$ cat src/rtl/bin2bcd_seq_16_if.sv
// Request/result bundle between the event counter side and the 7-seg decoders.
// The host starts a conversion; the converter returns the held BCD digits.
interface bin2bcd_seq_16_if;
  logic        start;
  logic [15:0] bin;
  logic        busy;
  logic        done;
  logic [3:0]  BCD0;
  logic [3:0]  BCD1;
  logic [3:0]  BCD2;
  logic [3:0]  BCD3;
  logic [3:0]  BCD4;

  modport master (output start, bin, input busy, done, BCD0, BCD1, BCD2, BCD3, BCD4);
  modport slave  (input start, bin, output busy, done, BCD0, BCD1, BCD2, BCD3, BCD4);
endinterface

$ cat src/rtl/bin2bcd_seq_16.sv
// Sequential 16-bit binary to 5-digit BCD converter (double-dabble, one bit per clock).
// Results are registered, so the display holds the last value while a conversion runs.
module bin2bcd_add3 (
  input  logic [3:0] d,
  output logic [3:0] q
);
  assign q = (d >= 4'd5) ? d + 4'd3 : d;
endmodule

module bin2bcd_seq_16 (
  input  logic              clock,
  input  logic              reset,
  bin2bcd_seq_16_if.slave   bus
);
  typedef enum logic {IDLE, CONV} state_t;

  state_t          state, state_nx;
  logic [15:0]     sr;
  logic [4:0][3:0] scr, adj, bcd_q;
  logic [19:0]     shifted;
  logic [4:0]      cnt;
  logic            last;
  logic            done_q;

  for (genvar g = 0; g < 5; g++) begin : g_dig
    bin2bcd_add3 u_add3 (.d(scr[g]), .q(adj[g]));
  end

  // Adjust acts on the pre-shift digits; the top bit of digit 4 can never be set.
  assign shifted = {adj[4][2:0], adj[3], adj[2], adj[1], adj[0], sr[15]};
  assign last    = (cnt == 5'd15);

  always_ff @(posedge clock) begin
    if (reset) state <= IDLE;
    else       state <= state_nx;
  end

  always_comb begin
    state_nx = state;
    unique case (state)
      IDLE:    if (bus.start) state_nx = CONV;
      CONV:    if (last)      state_nx = IDLE;
      default: state_nx = IDLE;
    endcase
  end

  always_comb begin
    bus.busy = (state == CONV);
    bus.done = done_q;
    bus.BCD0 = bcd_q[0];
    bus.BCD1 = bcd_q[1];
    bus.BCD2 = bcd_q[2];
    bus.BCD3 = bcd_q[3];
    bus.BCD4 = bcd_q[4];
  end

  always_ff @(posedge clock) begin
    if (reset) begin
      sr     <= '0;
      scr    <= '0;
      cnt    <= '0;
      bcd_q  <= '0;
      done_q <= 1'b0;
    end else begin
      done_q <= 1'b0;
      unique case (state)
        IDLE: if (bus.start) begin
          sr  <= bus.bin;
          scr <= '0;
          cnt <= '0;
        end
        CONV: begin
          sr  <= {sr[14:0], 1'b0};
          scr <= shifted;
          cnt <= cnt + 5'd1;
          if (last) begin
            bcd_q  <= shifted;
            done_q <= 1'b1;
          end
        end
        default: ;
      endcase
    end
  end
endmodule
$ cat src/flat_wrapper.sv
// flat-port wrapper written by rule: the top's interface ports become plain ports
module bin2bcd_seq_16_flat 
  (clock, reset, bus_start, bus_bin, bus_busy, bus_done, bus_BCD0, bus_BCD1, bus_BCD2, bus_BCD3, bus_BCD4);
  bin2bcd_seq_16_if bus_i ();
  input  logic clock;
  input  logic reset;
  input wire logic [$bits(bus_i.start)-1:0] bus_start;
  input wire logic [$bits(bus_i.bin)-1:0] bus_bin;
  output wire logic [$bits(bus_i.busy)-1:0] bus_busy;
  output wire logic [$bits(bus_i.done)-1:0] bus_done;
  output wire logic [$bits(bus_i.BCD0)-1:0] bus_BCD0;
  output wire logic [$bits(bus_i.BCD1)-1:0] bus_BCD1;
  output wire logic [$bits(bus_i.BCD2)-1:0] bus_BCD2;
  output wire logic [$bits(bus_i.BCD3)-1:0] bus_BCD3;
  output wire logic [$bits(bus_i.BCD4)-1:0] bus_BCD4;
  assign bus_i.start = bus_start;
  assign bus_i.bin = bus_bin;
  assign bus_busy = bus_i.busy;
  assign bus_done = bus_i.done;
  assign bus_BCD0 = bus_i.BCD0;
  assign bus_BCD1 = bus_i.BCD1;
  assign bus_BCD2 = bus_i.BCD2;
  assign bus_BCD3 = bus_i.BCD3;
  assign bus_BCD4 = bus_i.BCD4;
  bin2bcd_seq_16 u_core (.clock(clock), .reset(reset), .bus(bus_i));
endmodule
$ cat config.mk
export PLATFORM = sky130hd
export DESIGN_NAME = bin2bcd_seq_16_flat
export DESIGN_NICKNAME = d
export VERILOG_FILES = /design/src/rtl/bin2bcd_seq_16_if.sv /design/src/rtl/bin2bcd_seq_16.sv /design/src/flat_wrapper.sv
export SDC_FILE = /design/constraint.sdc
export NUM_CORES = 1
export LEC_CHECK = 0
export CORE_AREA = 2 2 76 78
export CTS_CLUSTER_SIZE = 16
export DETAILED_ROUTE_END_ITERATION = 7
export DIE_AREA = 0 0 78 80
export PLACE_DENSITY = 0.78
export SLEW_MARGIN = 25
export SYNTH_ARGS = -nofsm -noshare
export SYNTH_HDL_FRONTEND = slang
export SYNTH_SLANG_ARGS = --single-unit
$ cat constraint.sdc
create_clock -name clock -period 4.27 [get_ports clock]
set_input_delay 0.854 -clock clock [delete_from_list [all_inputs] [get_ports clock]]
set_output_delay 0.854 -clock clock [all_outputs]
set_load 0.02 [all_outputs]
# ---- Yosys cells after proc, flatten, opt, wreduce, memory -nomap -nowiden
# Index checks and enable logic that the tools add are counted.
dict set report word_totals {
  regBits 63
  in_bits 19
  wordCells 45
}
dict set report classes {
  n_addsub 6
  n_lt_le_gt_ge 5
  n_eq_ne 2
  mux 15
  n_bitwise 1
  n_reduce_logical 2
}
# op n
set ops {}
lappend ops {{one-hot mux 20 bit (2 select lines)} 1}
lappend ops {{one-hot mux 16 bit (2 select lines)} 1}
lappend ops {{>= comparator 4 x 3 -> 1 bit, second input constant} 5}
lappend ops {{2-to-1 mux 20 bit} 1}
lappend ops {{adder 4 x 2 -> 4 bit, second input constant} 4}
lappend ops {{2-to-1 mux 16 bit} 1}
lappend ops {{2-to-1 mux 4 bit} 4}
lappend ops {{one-hot mux 5 bit (2 select lines)} 1}
lappend ops {{adder 5 x 1 -> 5 bit, second input constant} 1}
lappend ops {{== test 5 x 4 -> 1 bit, second input constant} 1}
lappend ops {{2-to-1 mux 5 bit} 1}
lappend ops {{adder 3 x 2 -> 3 bit, second input constant} 1}
lappend ops {{2-to-1 mux 1 bit} 3}
lappend ops {{2-to-1 mux 3 bit} 1}
lappend ops {{!= test 2 bit, second input constant} 1}
lappend ops {{one-hot mux 1 bit (2 select lines)} 1}
lappend ops {{AND reduction 2 bit} 1}
lappend ops {{OR reduction 2 bit} 1}
lappend ops {{NOT 1 bit} 1}

# ---- Logic depth before layout (Yosys ltp)
dict set report logic_depth {
  word_depth 3
  ltp_mapped 8
  ltp_nobuf 7
}

# ---- Cells and area by module
# Synthesis repeated with hierarchy kept, for this count alone.
dict set report hier_totals {
  cells_unflattened 317
  area_unflattened_um2 2931.6
}
# mod n_inst cells_each area_per_inst_um2 seq_area_each_um2
set by_module_without_submodules {}
lappend by_module_without_submodules {bin2bcd_seq_16 1 237 2424.8 1261.2}
lappend by_module_without_submodules {bin2bcd_add3 5 16 101.3 0.0}

# ---- Worst setup path after synthesis
# No wires, ideal clock.
dict set report synth_timing {
  path_type {input-to-reg}
  startpoint {input port bus_start}
  endpoint {register u_core.sr[11]}
  t_arrival_ns 1.594
  required_ns 4.142
  path_slack_ns 2.549
  path_stages 6
  path_buffers 2
  cell_sequence {buf_2 -> buf_2 -> mux2i_1 -> nor2_1 -> a21oi_1 -> nor2_1}
}
dict set report synth_via {
  elab_chain_cells 1
}
# element line
set synth_lines {}
lappend synth_lines {{start, declared} flat_wrapper.sv:7} ;# input wire logic [$bits(bus_i.start)-1:0] bus_start;
lappend synth_lines {{!= test 2 bit (no line)} n/a}
lappend synth_lines {{end signal, assigned} bin2bcd_seq_16.sv:68} ;# sr <= bus.bin;
lappend synth_lines {{end signal, assigned} bin2bcd_seq_16.sv:73} ;# sr <= {sr[14:0], 1'b0};
lappend synth_lines {{end, declared} bin2bcd_seq_16.sv:18} ;# logic [15:0] sr;
# No other way between the ends.
# A chain may end at the register's enable or synchronous reset.

# ---- Worst setup path in the final report
dict set report layout_timing {
  startpoint {register u_core.state, in the netlist u_core.bus.busy}
  endpoint {output port bus_busy}
}
# element line
set layout_rtl {}
lappend layout_rtl {{start, declared} bin2bcd_seq_16.sv:17} ;# state_t state, state_nx;
lappend layout_rtl {{start signal, assigned} bin2bcd_seq_16.sv:35} ;# else state <= state_nx;
lappend layout_rtl {{end, declared} flat_wrapper.sv:9} ;# output wire logic [$bits(bus_i.busy)-1:0] bus_busy;
# No word-level cell between the ends.

==> results.md <==
Power and ir drop:
- In this run the power density over the cells is about 340 mW/mm^2.
- The maximum VDD drop is 0.0002187 V.
- In this run the power spent charging and discharging nets is between 0.0002 and 0.0003 W.
- The design internal power is between 0.0009 and 0.001 W.
- Combinational logic is responsible for 6.9% of the overall power.
- In this run switching power makes up around a quarter of total power.
- The clock network accounts for a little over two fifths of the total power.
- The static leakage power is roughly 1.3 nW.
- Sequential cells account for just over 50% of the total power.

Floorplanning:
- In this run the vertical extent of the chip is around 80 um.
- In this run the count of I/O pins placed on the die edge is 41.
- The placement row count is 27.
- The die boundary width is a little under 80 um.
- For this configuration, the core starts out at a cell density of 53.17%.
- The die covers 0.006240 sq mm.
- The total area inside the core boundary comes to 0.005405 sq mm.

GRT:
- Entering global routing, the biggest net connects 65 pins.
- The first-pass GRT wire length is 9.349 mm.
- The via count of the first global-routing pass came to around 2100.
- The number of antenna violations at the first check in global routing is 0.
- Global routing consumed, over all layers together, roughly 19% of the routing resources.
- After global routing the overflow that remains totals 0.

Clocking:
- The post-CTS setup-driven buffer insertion count is 0.
- The clock slew seen by the registers of the worst setup and hold paths is ~70 ps.
- In this run, CTS created clock tree buffers numbering 9.
- The maximum level of the CTS H-tree is 3.
- The TritonCTS clock tree is yes.
- Clock latency on the worst-skew pair, taken at its later pin, is 340 ps.
- Counting along the longest clock path gives a buffer depth of 2.
- The tree is rooted in a clkbuf_8.
- The hold buffer count at cts is 0.
- The sink count of the clock tree is between 60 and 70.
- The post-cts resize count is 0.

Timing:
- The top achievable clock speed is 370.1 MHz.
- The worst pin sits at a relative slew slack of between 40 and 50%.
- Hold timing on the final database bottoms out at a slack of between 400 and 500 ps.
- Setup violations remaining at the end of the flow were counted as 0.
- Clock skew on the completed layout was measured at between 7 and 8 ps.
- The part of the cycle the worst path needs is around 63%.
- The count of endpoints failing hold in the final timing report was 0.
- The slew at the pin with the worst max-slew slack is between 800 and 900 ps.
- The clock period minus worst slack is 2702 ps.
- The setup TNS is 0 ps.
- Setup repair after global routing left no endpoint under its margin.
- The number of slew-limit violations in the final report is 0.

Detailed routing:
- For this run, design rule violations remaining after detail routing come to 0.
- In this run, the number of DRC markers left after iteration 0 of detailed routing was 80.
- Dividing the detail-routed wire length by the instance count gives ~13 um.
- Using the TritonRoute via totals, the vias-per-cell ratio works out to 5.318.
- In this run the remaining antenna-violating nets after routing total 0.
- The routed layout has around 2300 vias.
- The total detailed-routing wirelength is approximately 5.6 mm.
- The pre-antenna-repair detailed-routing pass consisted of 4 iterations.

Synthesis:
- The primary flip-flop cell chosen by synthesis mapping is dfxtp_1.
- The synthesized netlist devotes a little under a fifth of its cell area to compound gates.
- Dividing the synthesized area by the synthesized cell count gives 8.953 sq um.
- The post-synthesis adder-cell area fraction is about 5.2%.
- Counting flops with an async set or reset pin after synthesis yields a share of 0%.
- The number of nets handed over by synthesis was 352.
- Sequential cells were found to cover a little over two fifths of the synthesized design area.
- Of the post-synthesis cell area, the dominant cell type holds a little over two fifths.
- In this run, synthesis inferred 0 flip-flops with an integrated enable.
- The multiplexer area fraction after synthesis is under 10%.
- The number of warning messages in the yosys log is 0.
- After synthesis the netlist holds a flip-flop and latch count of 63.
- Yosys attributes the largest share of cell area to dfxtp_1, mux2i_1, a21oi_1, ha_1, nor2_1.
- The xor and xnor fraction of the mapped netlist area is under 10%.
- After technology mapping, the gate count stands at between 300 and 400.
- The share of synthesized cell area in and, or, nand and nor gates is roughly 17%.
- By area, the combinational part of the netlist is dominated by compound AO/OA/AOI/OAI gates.
- Yosys mapped the design onto 32 distinct sky130hd cell types.
- Of all cell types, the one taking the most synthesized area is dfxtp_1.
- The cell area after synthesis is between 0.002 and 0.003 sq mm.

Final layout:
- The number of inserted diodes is 0.
- Leaving out fill and tap cells, the most frequent cell in the layout is dfxtp_1.
- The layout overhead on the synthesized area is 21.25%.
- In the layout the commonest cells are dfxtp_1, clkdlybuf4s50_1, nor2_1.
- Of the cells placed in the final design, the portion with a size suffix greater than 1 is 11.88%.
- At the end of the flow, the number of nets in the layout was slightly below 400.
- After filler insertion, the fill cell instance count of the layout stands at around 470.

Placement:
- The placer congestion estimate is between 0.8 and 0.9.
- The HPWL after detailed placement is about 3.7 mm.
- The count of input and output buffers is 40.

Min path:
- The class of the tightest hold or removal check is flip-flop to flip-flop.

Worst setup path:
- STA classifies the critical path endpoint as a primary output.
- The terminus of the critical flop-to-flop path is u_core.bus.BCD0[0].
- The critical path runs through a total of 2 cells.
- The most critical setup path has its startpoint at u_core.bus.busy.
- The critical-path maximum fanout is between 60 and 70.
- The setup path with the least slack is of type flip-flop to primary output.
- The worst setup path endpoint is bus_busy.
- The data required time at the worst endpoint is around 3400 ps.
- The depth of the most critical reg-to-reg path is 7.
- The worst register-to-register path has a setup slack of around 2100 ps.
- The worst setup path is launched from a flip-flop.
- For this run, the slowest stage of the critical path takes 710 ps.
- The slowest stage of the critical path is the clkdlybuf4s50_1 cell.
- Among cell families on the critical path, the largest total delay comes from buffers and inverters.
- The worst register-to-register path begins at u_core.cnt[0].
- The buffer and inverter count on the worst path is 2.
- The signal on the critical path passes through buf_4 > clkdlybuf4s50_1.
- Data arrives at the worst endpoint at around 1900 ps.

Flow run:
- The max capacitance violation total is 0.

Outcome:
- The flow ran to the end, and the final reports show no timing, DRC or antenna violations.
==> area by class of cell <==
cell class	count	area [sq um]	area share [%]
Clock buffer	9	123.9	3.555
Clock inverter	7	73.82	2.118
Inverter	12	45.04	1.293
Multi-Input combinational cell	227	1459	41.87
Sequential cell	63	1262	36.23
Tap cell	72	90.09	2.585
Timing Repair Buffer	44	430.4	12.35
==> power by group through the flow <==
stage               Sequential (W)  Clock [W]  Combinational, W
floorplan                 0.000618          0         0.0000567
global placement          0.000618          0         0.0000807
detailed placement        0.000619          0         0.0000838
CTS                       0.000605   0.000525         0.0000840
global route              0.000606   0.000551         0.0000933
finish                    0.000605   0.000513         0.0000831
==> Yosys cell counts, types with 6 or more instances <==
library cell,instances
dfxtp_1,63
nor2_1,36
a21oi_1,34
nand2_1,25
o21ai_0,25
mux2i_1,18
nor3b_1,16
buf_2,12
ha_1,12
inv_1,11
o21ai_2,10
a22o_1,9
nand2b_1,7
nand3_1,6
==> tightest hold or removal path, cell delays in order (launching register included) <==
cell	delay, ps
dfxtp_1	330
nand2_1	60
o21ai_2	40
==> cell families after synthesis <==
family,after synthesis
adder cells (fa/ha/maj),12
multiplexers,23
XOR/XNOR,5
AND/OR/NAND/NOR,101
buffers and inverters,31
flip-flops,63
AO/OA/AOI/OAI,86
==> state kept, by name, indices dropped and copies added (netlist names) <==
register,count
u_core.sr,16
u_core.bus.BCD1,4
u_core.bus.BCD0,4
u_core.bus.BCD4,4
u_core.bus.busy,1
u_core.bus.BCD3,4
u_core.scr,20
u_core.bus.BCD2,4
u_core.cnt,5
u_core.bus.done,1
==> layer usage <==
metal  wire length, um  up-vias  part of all wire [%]  GRT usage [%]
li1                  -     1182                     -              -
met2              2633       52                    47          33.10
met4               133        0                   2.4          9.123
met1              2542     1063                    46          22.01
met3               268       11                   4.8          5.656
met5                 0        -                     0              0
==> worst min path at each step <==
stage	start	to	slack (ps)	cells past startpoint
final	u_core.bus.BCD1[2]	u_core.bus.BCD1[2]	450	2
after floorplan	u_core.sr[9]	u_core.sr[10]	450	2
after detailed placement	u_core.bus.BCD1[2]	u_core.bus.BCD1[2]	440	2
after global placement	u_core.bus.BCD2[2]	u_core.bus.BCD2[2]	440	2
after global routing	u_core.bus.BCD2[3]	u_core.bus.BCD2[3]	480	2
after CTS	u_core.bus.BCD1[2]	u_core.bus.BCD1[2]	460	2
==> through the flow <==
step | utilization (%) | worst slack [ps] | instance area, sq um | cells | total power (W)
finish | 64.47 | 1568 | 3485 | 434 | 0.001201
global route | 64.47 | 1466 | 3485 | 434 | 0.001250
CTS | 64.47 | 1551 | 3485 | 434 | 0.001214
detailed placement | 60.81 | 1507 | 3287 | 418 | 0.0007026
global placement | 60.81 | 1574 | 3287 | 418 | 0.0006989
floorplan | - | 2549 | 2874 | 321 | 0.0006743
(Power assumes the default switching activity.)
